### src/rtl/mc_ctrl_pkg.sv
// ============================================================================
//  Module      : mc_ctrl_pkg
//  Description : Shared encodings for the multicycle MIPS control unit:
//                opcodes, functs, ALU operation codes, states, select codes.
//  Revision    : 1.0 - initial release
// ============================================================================
`default_nettype none

package mc_ctrl_pkg;

    // Opcodes (IR[31:26])
    localparam logic [5:0] c_op_rtype = 6'b000000;
    localparam logic [5:0] c_op_addiu = 6'b001001;
    localparam logic [5:0] c_op_ori   = 6'b001101;
    localparam logic [5:0] c_op_lui   = 6'b001111;
    localparam logic [5:0] c_op_lw    = 6'b100011;
    localparam logic [5:0] c_op_sw    = 6'b101011;
    localparam logic [5:0] c_op_beq   = 6'b000100;
    localparam logic [5:0] c_op_j     = 6'b000010;

    // R-type functs (IR[5:0])
    localparam logic [5:0] c_fn_addu = 6'b100001;
    localparam logic [5:0] c_fn_subu = 6'b100011;
    localparam logic [5:0] c_fn_add  = 6'b100000;
    localparam logic [5:0] c_fn_and  = 6'b100100;
    localparam logic [5:0] c_fn_or   = 6'b100101;
    localparam logic [5:0] c_fn_slt  = 6'b101010;

    // ALU operation codes, shared with the ALU
    localparam logic [5:0] c_alu_addu = 6'b100001;
    localparam logic [5:0] c_alu_subu = 6'b100011;
    localparam logic [5:0] c_alu_add  = 6'b100000;
    localparam logic [5:0] c_alu_and  = 6'b100100;
    localparam logic [5:0] c_alu_or   = 6'b100101;
    localparam logic [5:0] c_alu_slt  = 6'b101010;
    localparam logic [5:0] c_alu_lui  = 6'b001111;

    // alu_src_a / alu_src_b / pc_src selects
    localparam logic       c_srca_pc     = 1'b0;
    localparam logic       c_srca_a      = 1'b1;
    localparam logic [1:0] c_srcb_b      = 2'd0;
    localparam logic [1:0] c_srcb_four   = 2'd1;
    localparam logic [1:0] c_srcb_imm    = 2'd2;
    localparam logic [1:0] c_srcb_br     = 2'd3;
    localparam logic [1:0] c_pc_alu      = 2'd0;
    localparam logic [1:0] c_pc_aluout   = 2'd1;
    localparam logic [1:0] c_pc_jump     = 2'd2;

    typedef enum logic [3:0] {
        S_FETCH    = 4'd0,
        S_DECODE   = 4'd1,
        S_EXE_R    = 4'd2,
        S_WB_R     = 4'd3,
        S_EXE_I    = 4'd4,
        S_WB_I     = 4'd5,
        S_MEM_ADDR = 4'd6,
        S_MEM_RD   = 4'd7,
        S_WB_LD    = 4'd8,
        S_MEM_WR   = 4'd9,
        S_BR       = 4'd10,
        S_JMP      = 4'd11,
        S_ILL      = 4'd12
    } state_t;

endpackage

`default_nettype wire

### src/rtl/mc_ctrl_funct_dec.sv
// ============================================================================
//  Module      : mc_funct_dec
//  Description : Combinational R-type funct decoder -> {aluop, legal}.
//  Revision    : 1.0 - initial release
// ============================================================================
`default_nettype none

module mc_funct_dec
    import mc_ctrl_pkg::*;
(
    input  logic [5:0] funct,
    output logic [5:0] aluop,
    output logic       legal
);

    always_comb begin
        aluop = c_alu_addu;
        legal = 1'b1;
        case (funct)
            c_fn_addu: aluop = c_alu_addu;
            c_fn_subu: aluop = c_alu_subu;
            c_fn_add:  aluop = c_alu_add;
            c_fn_and:  aluop = c_alu_and;
            c_fn_or:   aluop = c_alu_or;
            c_fn_slt:  aluop = c_alu_slt;
            default:   legal = 1'b0;
        endcase
    end

endmodule

`default_nettype wire

### src/rtl/mc_ctrl.sv
// ============================================================================
//  Module      : mc_ctrl
//  Description : Multicycle MIPS control unit: state sequencing plus every
//                datapath select, write enable and ALU operation.
//  Revision    : 1.0 - initial release
// ============================================================================
`default_nettype none

module mc_ctrl
    import mc_ctrl_pkg::*;
(
    input  logic       clk,
    input  logic       rst,
    input  logic [5:0] op,
    input  logic [5:0] funct,
    input  logic       zero,
    input  logic       mem_ready,
    output logic [5:0] aluop,
    output logic       alu_src_a,
    output logic [1:0] alu_src_b,
    output logic       ext_op,
    output logic       reg_dst,
    output logic       mem_to_reg,
    output logic [1:0] pc_src,
    output logic       pc_wr,
    output logic       ir_wr,
    output logic       reg_wr,
    output logic       mem_rd,
    output logic       mem_wr,
    output logic       i_or_d,
    output logic       ill_inst,
    output logic [3:0] state
);

    state_t     r_state;
    state_t     w_next;
    logic [5:0] w_fn_aluop;
    logic       w_fn_legal;
    logic       w_pc_wr, w_ir_wr, w_reg_wr, w_mem_rd, w_mem_wr, w_ill;

    mc_funct_dec u_funct_dec (
        .funct (funct),
        .aluop (w_fn_aluop),
        .legal (w_fn_legal)
    );

    always_ff @(posedge clk) begin
        if (rst) r_state <= S_FETCH;
        else     r_state <= w_next;
    end

    always_comb begin
        w_next     = r_state;
        aluop      = c_alu_addu;
        alu_src_a  = c_srca_pc;
        alu_src_b  = c_srcb_b;
        ext_op     = 1'b0;
        reg_dst    = 1'b0;
        mem_to_reg = 1'b0;
        pc_src     = c_pc_alu;
        i_or_d     = 1'b0;
        w_pc_wr    = 1'b0;
        w_ir_wr    = 1'b0;
        w_reg_wr   = 1'b0;
        w_mem_rd   = 1'b0;
        w_mem_wr   = 1'b0;
        w_ill      = 1'b0;
        case (r_state)
            S_FETCH: begin
                w_mem_rd  = 1'b1;
                alu_src_b = c_srcb_four;
                if (mem_ready) begin
                    w_ir_wr = 1'b1;
                    w_pc_wr = 1'b1;
                    w_next  = S_DECODE;
                end
            end
            S_DECODE: begin
                // Speculative branch target into ALUOut
                alu_src_b = c_srcb_br;
                case (op)
                    c_op_rtype: w_next = w_fn_legal ? S_EXE_R : S_ILL;
                    c_op_addiu,
                    c_op_ori,
                    c_op_lui:   w_next = S_EXE_I;
                    c_op_lw,
                    c_op_sw:    w_next = S_MEM_ADDR;
                    c_op_beq:   w_next = S_BR;
                    c_op_j:     w_next = S_JMP;
                    default:    w_next = S_ILL;
                endcase
            end
            S_EXE_R: begin
                alu_src_a = c_srca_a;
                aluop     = w_fn_aluop;
                w_next    = S_WB_R;
            end
            S_WB_R: begin
                reg_dst  = 1'b1;
                w_reg_wr = 1'b1;
                w_next   = S_FETCH;
            end
            S_EXE_I: begin
                alu_src_a = c_srca_a;
                alu_src_b = c_srcb_imm;
                w_next    = S_WB_I;
                case (op)
                    c_op_ori: aluop  = c_alu_or;
                    c_op_lui: aluop  = c_alu_lui;
                    default:  ext_op = 1'b1;
                endcase
            end
            S_WB_I: begin
                w_reg_wr = 1'b1;
                w_next   = S_FETCH;
            end
            S_MEM_ADDR: begin
                alu_src_a = c_srca_a;
                alu_src_b = c_srcb_imm;
                ext_op    = 1'b1;
                w_next    = (op == c_op_sw) ? S_MEM_WR : S_MEM_RD;
            end
            S_MEM_RD: begin
                w_mem_rd = 1'b1;
                i_or_d   = 1'b1;
                if (mem_ready) w_next = S_WB_LD;
            end
            S_WB_LD: begin
                mem_to_reg = 1'b1;
                w_reg_wr   = 1'b1;
                w_next     = S_FETCH;
            end
            S_MEM_WR: begin
                w_mem_wr = 1'b1;
                i_or_d   = 1'b1;
                if (mem_ready) w_next = S_FETCH;
            end
            S_BR: begin
                alu_src_a = c_srca_a;
                aluop     = c_alu_subu;
                pc_src    = c_pc_aluout;
                w_pc_wr   = zero;
                w_next    = S_FETCH;
            end
            S_JMP: begin
                pc_src  = c_pc_jump;
                w_pc_wr = 1'b1;
                w_next  = S_FETCH;
            end
            S_ILL: begin
                w_ill  = 1'b1;
                w_next = S_FETCH;
            end
            default: w_next = S_FETCH;
        endcase
    end

    // Reset blocks every write, including a write still waiting on mem_ready
    assign pc_wr    = w_pc_wr  & ~rst;
    assign ir_wr    = w_ir_wr  & ~rst;
    assign reg_wr   = w_reg_wr & ~rst;
    assign mem_rd   = w_mem_rd & ~rst;
    assign mem_wr   = w_mem_wr & ~rst;
    assign ill_inst = w_ill    & ~rst;
    assign state    = r_state;

endmodule

`default_nettype wire

### config.mk
export PLATFORM = sky130hd
export DESIGN_NAME = mc_ctrl
export DESIGN_NICKNAME = d
export VERILOG_FILES = /design/src/rtl/mc_ctrl_pkg.sv /design/src/rtl/mc_ctrl_funct_dec.sv /design/src/rtl/mc_ctrl.sv
export SDC_FILE = /design/constraint.sdc
export NUM_CORES = 1
export LEC_CHECK = 0
export CAP_MARGIN = 40
export CORE_MARGIN = 8
export CORE_UTILIZATION = 39
export DETAILED_ROUTE_END_ITERATION = 6
export PLACE_DENSITY = 0.78
export SYNTH_ARGS = -nofsm -noshare
export SYNTH_HDL_FRONTEND = slang
export SYNTH_SLANG_ARGS = --single-unit
export TNS_END_PERCENT = 20
### constraint.sdc
create_clock -name clk -period 2.1 [get_ports clk]
set_input_delay 0.42 -clock clk [delete_from_list [all_inputs] [get_ports clk]]
set_output_delay 0.42 -clock clk [all_outputs]
set_load 0.005 [all_outputs]
# Word-level counts from Yosys, hierarchy flattened

Index checks and enable logic that the tools add are counted.

Add/subtract/negate cells: 0
$mul: 0
Div/mod/pow operators: 0
Order comparisons: 0
Eq/ne operators: 28
Shift-type cells: 0
Mux-type cells: 26
Bitwise logic cells: 7
Reduce and logical (&&, ||, !) cells: 12

Operators with widths:

| kind                 | count |
|---|---|
| $eq A6 B6 Y1 const B | 8 |
| $pmux W4 S5          | 2 |
| $pmux W4 S7          | 1 |
| $eq A4 B4 Y1 const B | 5 |
| $mux W4              | 5 |
| $eq A6 B4 Y1 const B | 3 |
| $pmux W6 S3          | 1 |
| $eq A4 B3 Y1 const B | 4 |
| $mux W1              | 12 |
| $pmux W6 S2          | 1 |
| $reduce_or A2 Y1     | 5 |
| $eq A4 B2 Y1 const B | 2 |
| $and A1 B1 Y1        | 6 |
| $eq A6 B2 Y1 const B | 1 |
| $eq A6 B3 Y1 const B | 1 |
| $logic_not A6 Y1     | 1 |
| $ne A2 B2 Y1 const B | 3 |
| $pmux W2 S3          | 1 |
| $reduce_or A3 Y1     | 2 |
| $reduce_or A6 Y1     | 1 |
| $eq A4 B1 Y1 const B | 1 |
| $logic_not A4 Y1     | 1 |
| $pmux W2 S2          | 1 |
| $reduce_or A4 Y1     | 1 |
| other kinds (4)      | 4 |

Bits in registers: 4
Bits in latches: 0
Bits in writable memories: 0
ROM bits: 0
Logic and storage cells: 74
Memories kept: 0

# Depth between registers and ports, before layout

Gate-level depths: netlist (run 1).

Depth after elaboration: 6
Mapped depth: 6
Gate-level depth less buffers: 4

# Cells and area by module

Synthesis (run 1) repeated with hierarchy kept, for this count alone.

Cell total of the unflattened synthesis: 114
Area total of the unflattened synthesis: 770.7 um^2

By module, submodules not included:

| module       | instances | cells each | area each (um^2) | sequential area each (um^2) |
|---|---|---|---|---|
| mc_ctrl      | 1         | 97         | 659.4            | 80.1 |
| mc_funct_dec | 1         | 17         | 111.4            | 0.0 |

# Worst setup path after synthesis (run 1)

OpenSTA, ideal clock, no wires.

Path type: register to output
Start point: reg r_state[2] (netlist: state[2])
End point: out aluop[1]
Arrival: 1412 ps
Slack: 268 ps
Cell stages (with the launch flop): 6
Path through: dfxtp_1 buf_2 or4b_1 nor4_1 nand2_1 o311ai_1

Word-level cells in the longest chain between the ends: 2
Elaborated cells between the ends (all ways): 4
Classes of those cells: eq/ne: 3; mux: 1

RTL lines:

| what                                       | RTL line      | source |
|---|---|---|
| from (decl)                                | mc_ctrl.sv:35 | `state_t r_state;` |
| from (signal assigned)                     | mc_ctrl.sv:49 | `else r_state <= w_next;` |
| $eq A4 B4 Y1, or another cell as far along | mc_ctrl.sv:68 | `case (r_state)` |
| $pmux W6 S3 (*)                            | mc_ctrl.sv:68 |  |
| to (decl)                                  | mc_ctrl.sv:18 | `output logic [5:0] aluop,` |

Mark *: on every way between the ends. The rest lies on a longest branch, timed or not.

# Worst setup path after layout (run 1)

Start point: in op[3]
End point: out aluop[1]

Word-level cells in the longest chain between the ends: 3
Elaborated cells between the ends (all ways): 4
Classes of those cells: eq/ne: 2; mux: 2

RTL lines:

| what            | RTL line       | source |
|---|---|---|
| from (decl)     | mc_ctrl.sv:14  | `input logic [5:0] op,` |
| $eq A6 B4 Y1    | mc_ctrl.sv:107 | `case (op)` |
| $pmux W6 S2 (*) | mc_ctrl.sv:107 |  |
| $pmux W6 S3 (*) | mc_ctrl.sv:68  |  |

Marked as above.

==> impl_results.md, run 1 <==
- EDFF count, synth: 0
- Die H: 60.7 um
- FF-to-FF End: state[1]
- Crit path cell chain: clkdlybuf4s50_1 > nand3_2 > nor4_4 > nand2_1 > buf_6 > o311ai_4 > buf_2
- Asr flop ratio synth: 0%
- Max-cap violations: 0
- Layout cell share with drive strength beyond 1: 28.6%
- Area Overhead vs Synth: 89.1%
- R2R setup slack: 0.16 ns
- Worst hold margin: 0.703 ns
- Max rail drop VDD: 0.000274 V
- Combined area of the multi-input logic cells: between 700 and 800 um^2
- First-pass GRT wire length: approximately 5400 um
- Num CTS Buffers: 3
- Net Sw Frac: roughly two fifths
- Worst-path clk slew: 0.04 ns
- P_sw: 260 uW
- Slowest cell on crit path: clkdlybuf4s50_1
- CP peak stage delay: 0.50 ns
- Setup-failing EPs final: 5
- Crit Path Max Fanout: 2
- Critical path required time: approximately 1.7 ns
- Full die area: 3680 um^2
- Hold Fails Final Rpt: 0
- Worst Setup SP: op[3]
- Leakage: 0.651 nW
- FF-to-FF Start: state[1]
- Max FFs per register: 4
- Sequential area share after synthesis: 10.3%
- Post-DP Area: 1330 um^2
- DRC: 0
- Finished Cell Area: 1470 um^2
- TritonCTS clock tree: built
- Clk_skew: 0.00374 ns
- R2r worst-path depth: 6
- Max Slew Vio Count: 0
- Tcrit/Tclk final: 107%
- Longest Clk Path Bufs: 2
- Setup crit end kind: output port
- GRT Resource Usage Total: 18.4%
- H-tree level count: 1
- Root buf cell: clkbuf_4
- Final RePlAce weighted congestion: 0.852
- DR vias: between 1000 and 1500
- CTS sink cnt: 4
- Kind of critical path: input pin to output port
- Post-Synthesis Cells: 117
- Register area: just over 80 um^2
- Synth Warn #: 0
- Core Area: 1920 um^2
- Commonest non-fill, non-tap cell in the layout: clkdlybuf4s50_1
- Initial Util: 40.5%
- #FFs+latches synth: 4
- Combinational share of power: 70.5%
- Unrepaired setup endpoints after global routing: yes
- Clk Latency, worst-skew pair: 0.23 ns
- Fmax: 444 MHz
- Drt wl/cell: 15.8 um
- Initial antenna violation count: 0
- Port Buffers: 39
- Int Pwr: approximately 390 uW
- Synth Flop Type: dfxtp_1
- Clock network fraction of total power: between 10 and 15%
- Largest net degree at the start of global routing: 22
- Most frequent cells in the layout: clkdlybuf4s50_1, buf_4, dlygate4sd2_1, nor2_1, nand2_1
- Final layout net count: between 150 and 200
- DRT iter0 DRCs: 43
- DRT Wirelength: 3180 um
- Number of antenna cells inserted: 0
- Antenna Nets Post-Route: 0
- Hold WC Path Type: register to register
- Rows: 16
- Drt first pass iters: 4
- Sequential share of power: 15.4%
- Number of global-route vias before repair: 1183
- Post-layout min period: 2.25 ns
- Die span in x: 60.7 um
- Status: finished with violations
- Worst setup SP type: input pin
- Power Density: roughly 440 nW/um^2
- Post-synthesis net count: 133
- Worst Path Arrival: roughly 1.8 ns
- GR Overflow Total: 0
- Vias/cell: 5.74
- Post-synth cell types: 49
- Post-DP HPWL: 2360 um
- Mapped Area: 778 um^2
- I/O pins: 41
- Setup WS post-layout: -0.153 ns
- Failing checks: setup timing
- Fillers: 160
- Worst setup endpoint: aluop[1]
- Syn_area_per_cell: between 6 and 7 um^2
==> how the worst min path moves through the flow <==
stage | end | cells after the start | start | slack (ns)
after floorplan | state[1] | 1 | op[4] | 0.52
final | state[0] | 4 | state[0] | 0.70
after global placement | state[0] | 4 | state[0] | 0.70
after CTS | state[0] | 4 | state[0] | 0.70
after global routing | state[0] | 4 | state[0] | 0.76
after detailed placement | state[0] | 4 | state[0] | 0.72
==> per-stage QoR <==
stage	power (mW)	util, %	instances	setup TNS (ns)	setup WS (ns)
after floorplan	0.309	-	117	0	0.268
after global placement	0.526	69.1	196	-2.82	-0.450
after detailed placement	0.535	69.1	196	-3.14	-0.506
after CTS	0.651	75.6	202	-0.666	-0.198
after global routing	0.703	76.6	202	-1.01	-0.237
final	0.647	76.6	202	-0.466	-0.153
==> power groups by stage <==
stage,Sequential (mW),Clock (mW),Combinational (mW)
detailed placement,0.0975,0,0.437
CTS,0.0992,0.0963,0.455
global route,0.102,0.103,0.497
global placement,0.0962,0,0.430
finish,0.0999,0.0910,0.456
floorplan,0.104,0,0.205
==> area by class of cell <==
type | instances | share of cell area [%]
timing repair buffer | 65 | 40.8
tap | 27 | 2.30
clock buffer | 3 | 1.53
inverter | 4 | 1.02
multi-input combinational | 99 | 48.7
sequential | 4 | 5.61
==> synth_stat cells, drive strengths merged (3+ instances only) <==
cell type | instances | share of area [%]
nand2 | 8 | 3.9
inv | 4 | 1.9
buf | 8 | 5.1
nor2 | 12 | 5.8
nand2b | 5 | 4.0
dfxtp | 4 | 10
o21ai | 3 | 1.9
o311ai | 3 | 3.4
nor3 | 7 | 5.1
nor2b | 5 | 4.0
a21oi | 6 | 3.9
nor4 | 4 | 3.2
nand3 | 3 | 1.9
or3 | 7 | 6.3
==> metal layers <==
metal | track usage (%) | wire length, um
met5 | 0 | 0
met3 | 3.60 | 195
met4 | 6.31 | 31
met1 | 21.1 | 1250
met2 | 32.9 | 1710
==> timing repair <==
item	4_1_cts	5_1_grt
setup endpoints to repair	15	12
pin swaps	3	3
gates resized for setup	47	6
hold buffers	0	0
setup buffers	3	0
==> logic make-up (layout without fill, tap and decap cells) <==
family	Yosys count	in the layout	share of synthesized area, %
AND/OR/NAND/NOR	65	65	48.9
other	1	1	0.482
buffers and inverters	14	72	8.04
XOR/XNOR	2	2	2.25
flip-flops	4	4	10.3
multiplexers	1	1	1.29
AO/OA/AOI/OAI	30	30	28.8
==> worst max-delay path, delay by kind of cell <==
kind | cells | cell delay (ns)
AO/OA/AOI/OAI | 1 | 0.05
buffers and inverters | 3 | 0.81
AND/OR/NAND/NOR | 3 | 0.56
No activity file was read; power rests on OpenSTA's default activity.
==> inputs of run 2 (changes only) <==
Settings changed: CTS_CLUSTER_SIZE set to 14, SETUP_SLACK_MARGIN set to 0.1.
==> run 2 against run 1 <==
  * The run still ends with setup timing left
  * Clock skew is 0.0017 ns lower
  * Power rose by 0.99%
  * Critical path depth decreased by 1
  * Maximum frequency grew 1.4%
  * Routed wire length is 3.1% higher
  * Clock-buffer cell count unchanged
  * First-iteration DRC count up 37%
  * Worst setup slack improved by 0.031 ns
  * Hold slack got worse by 0.0027 ns
  * Register-to-register slack about the same
  * Sequential cell count unchanged
  * Critical path type is now register to output port
  * Largest power group unchanged
==> impl_results.md, run 2 (synthesis results as in run 1) <==
- Status: finished with violations
- Failing checks: setup timing
- TritonCTS clock tree: built
- Initial Util: 40.5% (unchanged)
- Fmax: 450 MHz (+1.4%)
- Number of antenna cells inserted: 0 (unchanged)
- Setup-failing EPs final: 5 (unchanged)
- Crit Path Max Fanout: 2 (unchanged)
- Drt wl/cell: 16.3 um (+3.1%)
- Max-cap violations: 0 (unchanged)
- Worst setup SP type: register
- Slowest cell on crit path: or4b_4
- I/O pins: 41 (unchanged)
- Worst Path Arrival: 1.80 ns (-0.03 ns)
- Full die area: 3680 um^2 (unchanged)
- Net Sw Frac: 40.8% (+0.67 points)
- Commonest non-fill, non-tap cell in the layout: buf_4
- CTS sink cnt: 4 (unchanged)
- CP peak stage delay: 0.55 ns (+0.05 ns)
- FF-to-FF Start: state[1]
- Critical path required time: 1.68 ns (about the same)
- CP Buf/Inv Count: 2 (-1)
- Max FFs per register: 4 (unchanged)
- Leakage: 0.676 nW (+3.9%)
- Combinational share of power: 70.8% (+0.3 points)
- DRC: 0 (unchanged)
- Rows: 16 (unchanged)
- GR Overflow Total: 0 (unchanged)
- Final RePlAce weighted congestion: 0.852 (unchanged)
- Clock network fraction of total power: 13.8% (-0.3 points)
- FF-to-FF End: state[1]
- Hold path startpoint: state[0]
- Setup crit end kind: output port
- Sequential share of power: 15.4% (about the same)
- First-pass GRT wire length: 5420 um (+1.2%)
- Tcrit/Tclk final: 106% (-1.5 points)
- Max Slew Vio Count: 0 (unchanged)
- Post-layout min period: 2.22 ns (-0.0307 ns)
- Hold Fails Final Rpt: 0 (unchanged)
- Power Density: 439 nW/um^2 (-0.29%)
- Hold WC Path Type: register to register
- Setup WS post-layout: -0.122 ns (+0.0307 ns)
- H-tree level count: 1 (unchanged)
- R2r worst-path depth: 6 (unchanged)
- Root buf cell: clkbuf_4
- R2R setup slack: 0.15 ns (about the same)
- Num CTS Buffers: 3 (unchanged)
- Die H: 60.7 um (unchanged)
- Port Buffers: 39 (unchanged)
- Post-DP HPWL: 2360 um (unchanged)
- Crit path cell chain: or4b_4 > nor4_4 > nand2_1 > buf_6 > o311ai_4 > buf_2
- GRT Resource Usage Total: 18.8% (+0.34 points)
- Final layout net count: 193 (unchanged)
- Most frequent cells in the layout: buf_4, dlygate4sd2_1, clkdlybuf4s50_1, nor2_1, nand2_1
- Initial antenna violation count: 0 (unchanged)
- WHS Path Cells: 4 (unchanged)
- Fillers: 161 (+0.63%)
- Kind of critical path: register to output port
- Int Pwr: 387 uW (-0.14%)
- Area Overhead vs Synth: 91.5%
- Max rail drop VDD: 0.000273 V (-0.45%)
- TNS Setup: -0.336 ns (+0.130 ns)
- Largest net degree at the start of global routing: 22 (unchanged)
- DR vias: 1198 (+3.4%)
- DRT Wirelength: 3280 um (+3.1%)
- Antenna Nets Post-Route: 0 (unchanged)
- Layout cell share with drive strength beyond 1: 32.6% (+4.0 points)
- CP delay by family, top: simple AND/OR/NAND/NOR gates
- Die span in x: 60.7 um (unchanged)
- Longest Clk Path Bufs: 2 (unchanged)
- Clk Latency, worst-skew pair: 0.23 ns (about the same)
- Drt first pass iters: 5 (+1)
- Core Util, Final: 77.5% (+0.98 points)
- Unrepaired setup endpoints after global routing: yes
- P_sw: 267 uW (+2.7%)
- Worst-path clk slew: 0.03 ns (about the same)
- Number of global-route vias before repair: 1177 (-0.51%)
- Clk_skew: 0.00203 ns (-0.00171 ns)
- Endpoint, Worst Hold: state[0]
- DRT iter0 DRCs: 59 (+37%)
- Core Area: 1920 um^2 (unchanged)
- Vias/cell: 5.93 (+3.4%)
-- run 2: cell types whose count changed in the layout (fill, tap and decap cells not counted), sizes merged --
cell,delta
clkbuf,+2
clkdlybuf4s15,+1
clkdlybuf4s50,-7
dlygate4sd2,+4
-- run 2: worst max path at each step --
stage | from | to | cells past startpoint
4_1_cts | state[1] | aluop[1] | 6
3_3_place_gp | op[2] | aluop[1] | 6
3_5_place_dp | op[2] | aluop[1] | 6
5_1_grt | state[1] | aluop[1] | 6
6_report | state[1] | aluop[1] | 6
2_1_floorplan | state[2] | aluop[1] | 5
-- run 2: final cells by class --
class	instances	area [um^2]	share of cell area, %
inverter	4	15.0	1.01
timing repair buffer	65	594	39.9
tap	27	33.8	2.27
clock buffer	3	22.5	1.51
multi-input combinational	99	743	49.9
sequential	4	81.3	5.46
-- run 2: metrics by stage --
stage          hold slack, ns  instances  area (um^2)  setup WS (ns)  total power [mW]
2_1_floorplan           0.524        117          778          0.268             0.309
3_3_place_gp            0.701        196         1330         -0.450             0.526
3_5_place_dp            0.715        196         1330         -0.506             0.535
4_1_cts                 0.696        202         1460         -0.198             0.644
5_1_grt                 0.746        202         1490         -0.225             0.708
6_report                0.700        202         1490         -0.122             0.654
-- run 2: power groups by stage --
stage	clock, mW	sequential (mW)	combinational [mW]
after global routing	0.103	0.102	0.503
after CTS	0.0963	0.0992	0.449
after detailed placement	0	0.0975	0.437
final	0.0901	0.101	0.463
after global placement	0	0.0962	0.430
after floorplan	0	0.104	0.205
-- run 2: routing by layer --
layer | up-vias | part of all wire, % | track usage (%)
met1 | 570 | 39 | 21.8
met4 | 0 | 1.3 | 5.98
li1 | 566 | - | -
met2 | 56 | 52 | 33.5
met3 | 6 | 7.3 | 3.39
met5 | - | 0 | 0
-- run 2: worst min-delay path, stage by stage (launching register included) --
cell and delay (ns):
dfxtp_1 0.31, buf_6 0.16, o31ai_1 0.07, nand2_1 0.06
nand2_1 0.06
-- run 2: repair_timing --
| action | 4_1_cts | 5_1_grt |
|---|---|---|
| gates resized for setup | 59 | 13 |
| setup endpoints to repair | 21 | 12 |
| hold buffers | 0 | 0 |
| gates cloned | 0 | 0 |
| buffers inserted | 3 | 0 |
| pin swaps | 6 | 4 |
